File: src/rtl/sid_bus_regs.sv
// SID bus register interface: write strobes for the register file, read mux with a decaying bus value.
// Optional decay counter enabled by defining SID_BUS_DECAY_EN; otherwise bus value holds until reload or bus_res.
module sid_bus_regs #(
    parameter int unsigned DECAY_CYCLES = 8000,
    parameter logic [4:0]  LAST_REG     = 5'h18
) (
    input  logic       clk,
    input  logic       rst,
    input  logic       phi2,
    input  logic       bus_we,
    input  logic       bus_oe,
    input  logic       bus_res,
    input  logic [4:0] bus_addr,
    input  logic [7:0] bus_data,
    input  logic       cs_n,
    input  logic [7:0] pot_x,
    input  logic [7:0] pot_y,
    input  logic [7:0] osc3,
    input  logic [7:0] env3,
    output logic       wr_stb,
    output logic [4:0] wr_addr,
    output logic [7:0] wr_data,
    output logic [7:0] data_o
);

    if (DECAY_CYCLES < 1 || DECAY_CYCLES > 65535) begin : g_bad_decay
        $error("DECAY_CYCLES out of range 1..65535");
    end

    logic       we_d_q, oe_d_q, phi2_d_q;
    logic       wr_stb_q, wr_stb_d;
    logic [4:0] wr_addr_q, wr_addr_d;
    logic [7:0] wr_data_q, wr_data_d;
    logic [7:0] data_q, data_d;
    logic [7:0] bus_value_q, bus_value_d;
    logic       bus_load;
    logic [7:0] bus_load_val;
    logic       we_rise, oe_fall, tick, rd_special;
    logic [7:0] rd_sel;

    assign we_rise    = bus_we & ~we_d_q & ~cs_n;
    assign rd_special = (bus_addr >= 5'h19) && (bus_addr <= 5'h1C);
    assign oe_fall    = ~bus_oe & oe_d_q & ~cs_n & rd_special;
    assign tick       = phi2_d_q & ~phi2;

    always_comb begin
        case (bus_addr)
            5'h19:   rd_sel = pot_x;
            5'h1A:   rd_sel = pot_y;
            5'h1B:   rd_sel = osc3;
            5'h1C:   rd_sel = env3;
            default: rd_sel = bus_value_q;
        endcase
    end

    // A read of a live register captures what was driven onto the bus (data_q) as the new bus value.
    always_comb begin
        wr_stb_d     = 1'b0;
        wr_addr_d    = wr_addr_q;
        wr_data_d    = wr_data_q;
        data_d       = data_q;
        bus_load     = 1'b0;
        bus_load_val = bus_value_q;
        if (bus_res) begin
            data_d = 8'h00;
        end else begin
            if (bus_oe && !cs_n) data_d = rd_sel;
            if (we_rise) begin
                bus_load     = 1'b1;
                bus_load_val = bus_data;
                if (bus_addr <= LAST_REG) begin
                    wr_stb_d  = 1'b1;
                    wr_addr_d = bus_addr;
                    wr_data_d = bus_data;
                end
            end else if (oe_fall) begin
                bus_load     = 1'b1;
                bus_load_val = data_q;
            end
        end
    end

`ifdef SID_BUS_DECAY_EN
    logic [15:0] decay_cnt_q, decay_cnt_d;

    always_comb begin
        bus_value_d = bus_value_q;
        decay_cnt_d = decay_cnt_q;
        if (bus_res) begin
            bus_value_d = 8'h00;
            decay_cnt_d = 16'd0;
        end else if (bus_load) begin
            bus_value_d = bus_load_val;
            decay_cnt_d = 16'(DECAY_CYCLES);
        end else if (tick && decay_cnt_q != 16'd0) begin
            decay_cnt_d = decay_cnt_q - 16'd1;
            if (decay_cnt_q == 16'd1) bus_value_d = 8'h00;
        end
    end

    always_ff @(posedge clk or posedge rst) begin
        if (rst) decay_cnt_q <= 16'd0;
        else     decay_cnt_q <= decay_cnt_d;
    end
`else
    logic unused_tick;
    assign unused_tick = tick;

    always_comb begin
        bus_value_d = bus_value_q;
        if (bus_res)       bus_value_d = 8'h00;
        else if (bus_load) bus_value_d = bus_load_val;
    end
`endif

    always_ff @(posedge clk or posedge rst) begin
        if (rst) begin
            we_d_q      <= 1'b0;
            oe_d_q      <= 1'b0;
            phi2_d_q    <= 1'b0;
            wr_stb_q    <= 1'b0;
            wr_addr_q   <= 5'h00;
            wr_data_q   <= 8'h00;
            data_q      <= 8'h00;
            bus_value_q <= 8'h00;
        end else begin
            we_d_q      <= bus_we;
            oe_d_q      <= bus_oe;
            phi2_d_q    <= phi2;
            wr_stb_q    <= wr_stb_d;
            wr_addr_q   <= wr_addr_d;
            wr_data_q   <= wr_data_d;
            data_q      <= data_d;
            bus_value_q <= bus_value_d;
        end
    end

    assign wr_stb  = wr_stb_q;
    assign wr_addr = wr_addr_q;
    assign wr_data = wr_data_q;
    assign data_o  = data_q;

endmodule

File: config.mk
export PLATFORM = sky130hd
export DESIGN_NAME = sid_bus_regs
export DESIGN_NICKNAME = d
export VERILOG_FILES = /design/src/rtl/sid_bus_regs.sv
export SDC_FILE = /design/constraint.sdc
export NUM_CORES = 1
export LEC_CHECK = 0
export CAP_MARGIN = 20
export CORE_UTILIZATION = 43
export DETAILED_ROUTE_END_ITERATION = 16
export PLACE_DENSITY = 0.85
export RECOVER_POWER = 100
export SLEW_MARGIN = 20
export SYNTH_ARGS = -nofsm -noshare
export SYNTH_HDL_FRONTEND = slang
export SYNTH_SLANG_ARGS = --single-unit
File: constraint.sdc
create_clock -name clk -period 1.8 [get_ports clk]
set_input_delay 0.36 -clock clk [delete_from_list [all_inputs] [get_ports clk]]
set_output_delay 0.36 -clock clk [all_outputs]
set_load 0.1 [all_outputs]
# ---- Word-level counts from Yosys, hierarchy flattened
# Cells that the tools add are included.
dict set report totals {
  ff_bits 32
  in_bits 52
  out_inout_bits 22
  elab_cells 44
}
dict set report classes {
  order_cmp 3
  n_eq_ne 4
  n_mux 13
  bitwise_logic 9
  n_reduce_logical 8
}
# op n
set ops {}
lappend ops {{$mux W8} 6}
lappend ops {{$pmux W8 S4} 1}
lappend ops {{$eq A5 B5 Y1 const B} 4}
lappend ops {{$le A5 B5 Y1 const B} 2}
lappend ops {{$mux W1} 6}
lappend ops {{$and A1 B1 Y1} 5}
lappend ops {{$ge A5 B5 Y1 const B} 1}
lappend ops {{$not A1 Y1} 4}
lappend ops {{$reduce_bool A2 Y1} 2}
lappend ops {{$reduce_and A3 Y1} 1}
lappend ops {{$reduce_bool A3 Y1} 1}
lappend ops {{$logic_and A1 B1 Y1} 2}
lappend ops {{$reduce_and A2 Y1} 1}
lappend ops {{$logic_not A1 Y1} 1}

# ---- Longest topological paths before layout
dict set report depth {
  ltp_word 9
  mapped_depth 6
  ltp_nobuf 5
}

# ---- Least setup slack after synthesis
# No wires, ideal clock.
dict set report synth_path {
  kind {input to register}
  from {input port bus_addr[0]}
  to {register data_q[7] (netlist: data_o[7])}
  setup_ns 0.125
  arrival_time_ns 1.350
  required_time_ns 1.675
  slack_ns 0.326
  cell_stages 6
  n_path_buf 2
  cell_sequence {buf_2 > and3b_1 > clkbuf_1 > a221o_1 > a31oi_1 > o21ai_1}
}
dict set report synth_between {
  elab_chain_len 4
  elab_cells_between_ends 7
  classes_between {eq/ne: 4; mux: 3}
}
# element line
set synth_lines {}
lappend synth_lines {{from (decl)} 13} ;# input logic [4:0] bus_addr,
lappend synth_lines {{$eq A5 B5 Y1} 47} ;# case (bus_addr)
lappend synth_lines {{$pmux W8 S4 *} 47}
lappend synth_lines {{$mux W8 *} 67} ;# if (bus_oe && !cs_n) data_d = rd_sel;
lappend synth_lines {{$mux W8 *} 64} ;# if (bus_res) begin
lappend synth_lines {{to (signal assigned)} 133} ;# data_q <= data_d;
lappend synth_lines {{to (decl)} 34} ;# logic [7:0] data_q, data_d;
# Mark *: on every way between the ends. The rest lies on a longest branch, timed or not. The select of a mux whose other input is x is not followed.
# A chain may end at the register's enable or synchronous reset.

# ---- Worst setup path after layout
dict set report layout_path {
  from {input port bus_addr[2]}
  to {register data_q[5] (netlist: data_o[5])}
}
# Same word-level chain as after synthesis.

==> reports/results.tsv <==
stage	metric	value	unit
drt	ant_nets	0	
timing	skew	8.57	ps
placed_design	numPortBuffers	72	
timing	fin_ws	54.3	ps
timing	hold_viol_final	0	
drt	dr.pass1.iters	4	
drt	drt_iter0_markers	174	
setup_path	worst_setup_path_end_kind	flop	
logic_synthesis	synthDistinctLibCells	40	
clock_tree	cts_htree_levels	2	
power_and_ir_drop	swShare	42.0	%
logic_synthesis	yosysTopAreaCell	dfrtp_1	
grt	grt_pass1_wl	8810	um
placed_design	dp_cells	320	
drt	wl_met2	2820	um
timing	finalMaxSlewViolations	0	
drt	remaining_drc_errors	0	
drt	routedWlPerCell	17.4	um
timing	period_minus_slack	1750	ps
power_and_ir_drop	leakage	1.30	nW
setup_path	r2r_end	wr_addr[0]	
clock_tree	cts_tree	done	
grt	grt_usage	27.2	%
power_and_ir_drop	power_frac_seq	33.3	%
timing	tightestPinTransition	806	ps
setup_path	arrival	1910	ps
layout	drive_gt1_share	26.6	%
worst_hold_path	hold_class	flop to flop	
logic_synthesis	synth-simple-area-share	20.2	%
layout	layout.nets	329	
status	outcome	complete, no violations	
setup_path	start_kind	input pin	
power_and_ir_drop	finalPower	2.54	mW
drt	drt-vias-per-instance	5.58	
drt	postRouteWirelength	5710	um
grt	antenna_found_initial	0	
logic_synthesis	synth_area_leaders	dfrtp_1, nand2_1, mux2_4	
logic_synthesis	postSynthRegisterBits	32	
layout	diodes	0	
worst_hold_path	hold_depth	2	
clock_tree	cts_made_buffers	5	
power_and_ir_drop	powerDensity	921	mW/mm2
power_and_ir_drop	switchingPower	1.06	mW
timing	fmax	0.573	GHz
layout	fillers	308	
drt	num_vias	1830	
logic_synthesis	synth_top_area_share	43.7	%
worst_hold_path	min_to	wr_data[7]	
layout	mostFrequentLayoutCells	clkdlybuf4s50_1, nand2_1, dfrtp_1	
drt	wl_met3	383	um
timing	setup_viol	0	
floorplanning	start_util	45.2	%
grt	grt_max_degree	33	
logic_synthesis	synth_area	0.00183	mm2
setup_path	r2r_cells	4	
timing	finalSetupTns	0	ps
clock_tree	cts_root_buf	clkbuf_8	
timing	finalCritPeriodShare	97.0	%
clock_tree	clk_latency	300	ps
logic_synthesis	yosys_warnings	0	
layout	final_cells	328	
floorplanning	rows	23	
layout	layout_commonest_cell	clkdlybuf4s50_1	
setup_path	required	1970	ps
timing	rsz0062_at_grt	no	
power_and_ir_drop	clkPwrFrac	28.1	%
clock_tree	clk_pin_slew	80	ps
drt	highest_layer	met4	
floorplanning	coreArea	0.00406	mm2
logic_synthesis	synth_top_family_by_area	compound AO/OA/AOI/OAI gates	
layout	area_delta_synth_final	50.1	%
drt	wl_met1	2320	um
floorplanning	die_y	67.3	um
setup_path	r2r_setup_slack	330	ps
logic_synthesis	syn_inst	182	
grt	grt_pass1_vias	1873	
layout	fin_util	67.9	%
setup_path	crit_path_max_incr_delay	380	ps
worst_hold_path	hold_path.startpoint	wr_data[7]	
power_and_ir_drop	p_comb_share	38.6	%
job	cap_viol_max_count	0	
timing	relSlewSlack	46.3	%
setup_path	path_cells	dlygate4sd2_1 > buf_12 > and3b_1 > a21o_1 > a211oi_1 > o21ai_0	
power_and_ir_drop	intPower	1.47	mW
placed_design	pre_cts_ws	-470	ps
setup_path	crit_fanout	18	
grt	grt-ovfl-total	0	
setup_path	criticalPathCategory	input pin to flop	
floorplanning	dieArea	0.00453	mm2
setup_path	cpMaxStageDelayCell	dlygate4sd2_1	
logic_synthesis	synthAdderAreaFrac	0	%
clock_tree	post_cts_buffers	0	
floorplanning	ioPinCount	74	
placed_design	gp_congestion	0.812	
logic_synthesis	ys_seq_area_share	43.7	%
power_and_ir_drop	peakVddDrop	0.750	mV
clock_tree	clockBufferDepth	2	
logic_synthesis	avgSynthCellArea	10.1	um2
logic_synthesis	syn-num-nets	234	
floorplanning	die_x	67.3	um
clock_tree	cts_sinks	32	
setup_path	r2r-start	we_d_q	
logic_synthesis	synth_compound_area_share	23.7	%
placed_design	dp_hpwl	3980	um
logic_synthesis	synth-xor-area-share	0	%
logic_synthesis	muxShareOfSynthArea	8.39	%
power groups by stage:
stage / registers (mW) / logic (mW) / clock network [mW]
floorplan: 1.36 / 0.189 / 0
detailed placement: 0.894 / 1.21 / 0
global placement: 0.895 / 1.19 / 0
CTS: 0.885 / 1.21 / 0.708
finish: 0.844 / 0.979 / 0.713
global route: 0.853 / 1.02 / 0.747
Yosys cell counts (all sizes together):
library cell and number:
nor3b 6, clkbuf 3, a31oi 1, a21oi 2, a221oi 2, and2 1, o21ai 17, mux2 11
a21o 5, inv 5, nor2 2, dfrtp 32, buf 7, a211oi 5, a31o 5, nand2b 1
a2bb2oi 2, nor3 2, nor4b 1, nor4bb 5, nand3 1, o21a 1, a22o 8, nor2b 9
a221o 1, o21bai 9, nand2 35, nand3b 1, a21bo 1, and3b 1
what timing repair did:
item,in CTS,in global routing
gates resized for setup,6,2
hold buffers,0,0
setup endpoints to repair,15,17
layout make-up:
class / count / area, um2 / area share [%]
clock inverter: 3 / 42.5 / 1.54
inverter: 5 / 18.8 / 0.682
multi-input combinational: 135 / 948 / 34.4
clock buffer: 5 / 68.8 / 2.50
timing repair buffer: 98 / 812 / 29.5
sequential: 32 / 801 / 29.1
tap: 50 / 62.6 / 2.27
flip-flops by register name (all words and copies together) (netlist names):
name	count
bus_value_q	8
oe_d_q	1
we_d_q	1
wr_data	8
data_o	8
wr_addr	5
wr_stb	1
through the flow:
| stage | hold slack (ps) | area [um2] |
|---|---|---|
| after floorplan | 391 | 1830 |
| after global placement | 493 | 2990 |
| after detailed placement | 493 | 2990 |
| after CTS | 460 | 3110 |
| after global routing | 494 | 2750 |
| final | 481 | 2750 |
per-layer routing:
metal / GRT usage (%) / vias to the layer above
li1: - / 846
met1: 31.8 / 883
met2: 45.3 / 82
met3: 7.26 / 19
met4: 14.1 / 0
met5: 0 / -
cell families after synthesis:
kind of cell,Yosys count
flip-flops,32
AND/OR/NAND/NOR,65
buffers and inverters,15
multiplexers,11
AO/OA/AOI/OAI,59
worst max-delay path by stage:
stage / slack [ps] / cells after the start / to / start
6_report: 50 / 6 / data_o[5] / bus_addr[2]
4_1_cts: 6 / 6 / data_o[1] / bus_addr[0]
5_1_grt: 40 / 6 / wr_addr[4] / cs_n
3_3_place_gp: -340 / 6 / data_o[7] / bus_addr[2]
3_5_place_dp: -470 / 6 / data_o[1] / bus_addr[1]
2_1_floorplan: 330 / 6 / data_o[7] / bus_addr[0]
critical path: cells and delay by family:
family / cells / cell delay [ps]
compound gates: 3 / 720
buf+inv: 2 / 560
simple gates: 1 / 260
Power figures use the tool's default switching activity.
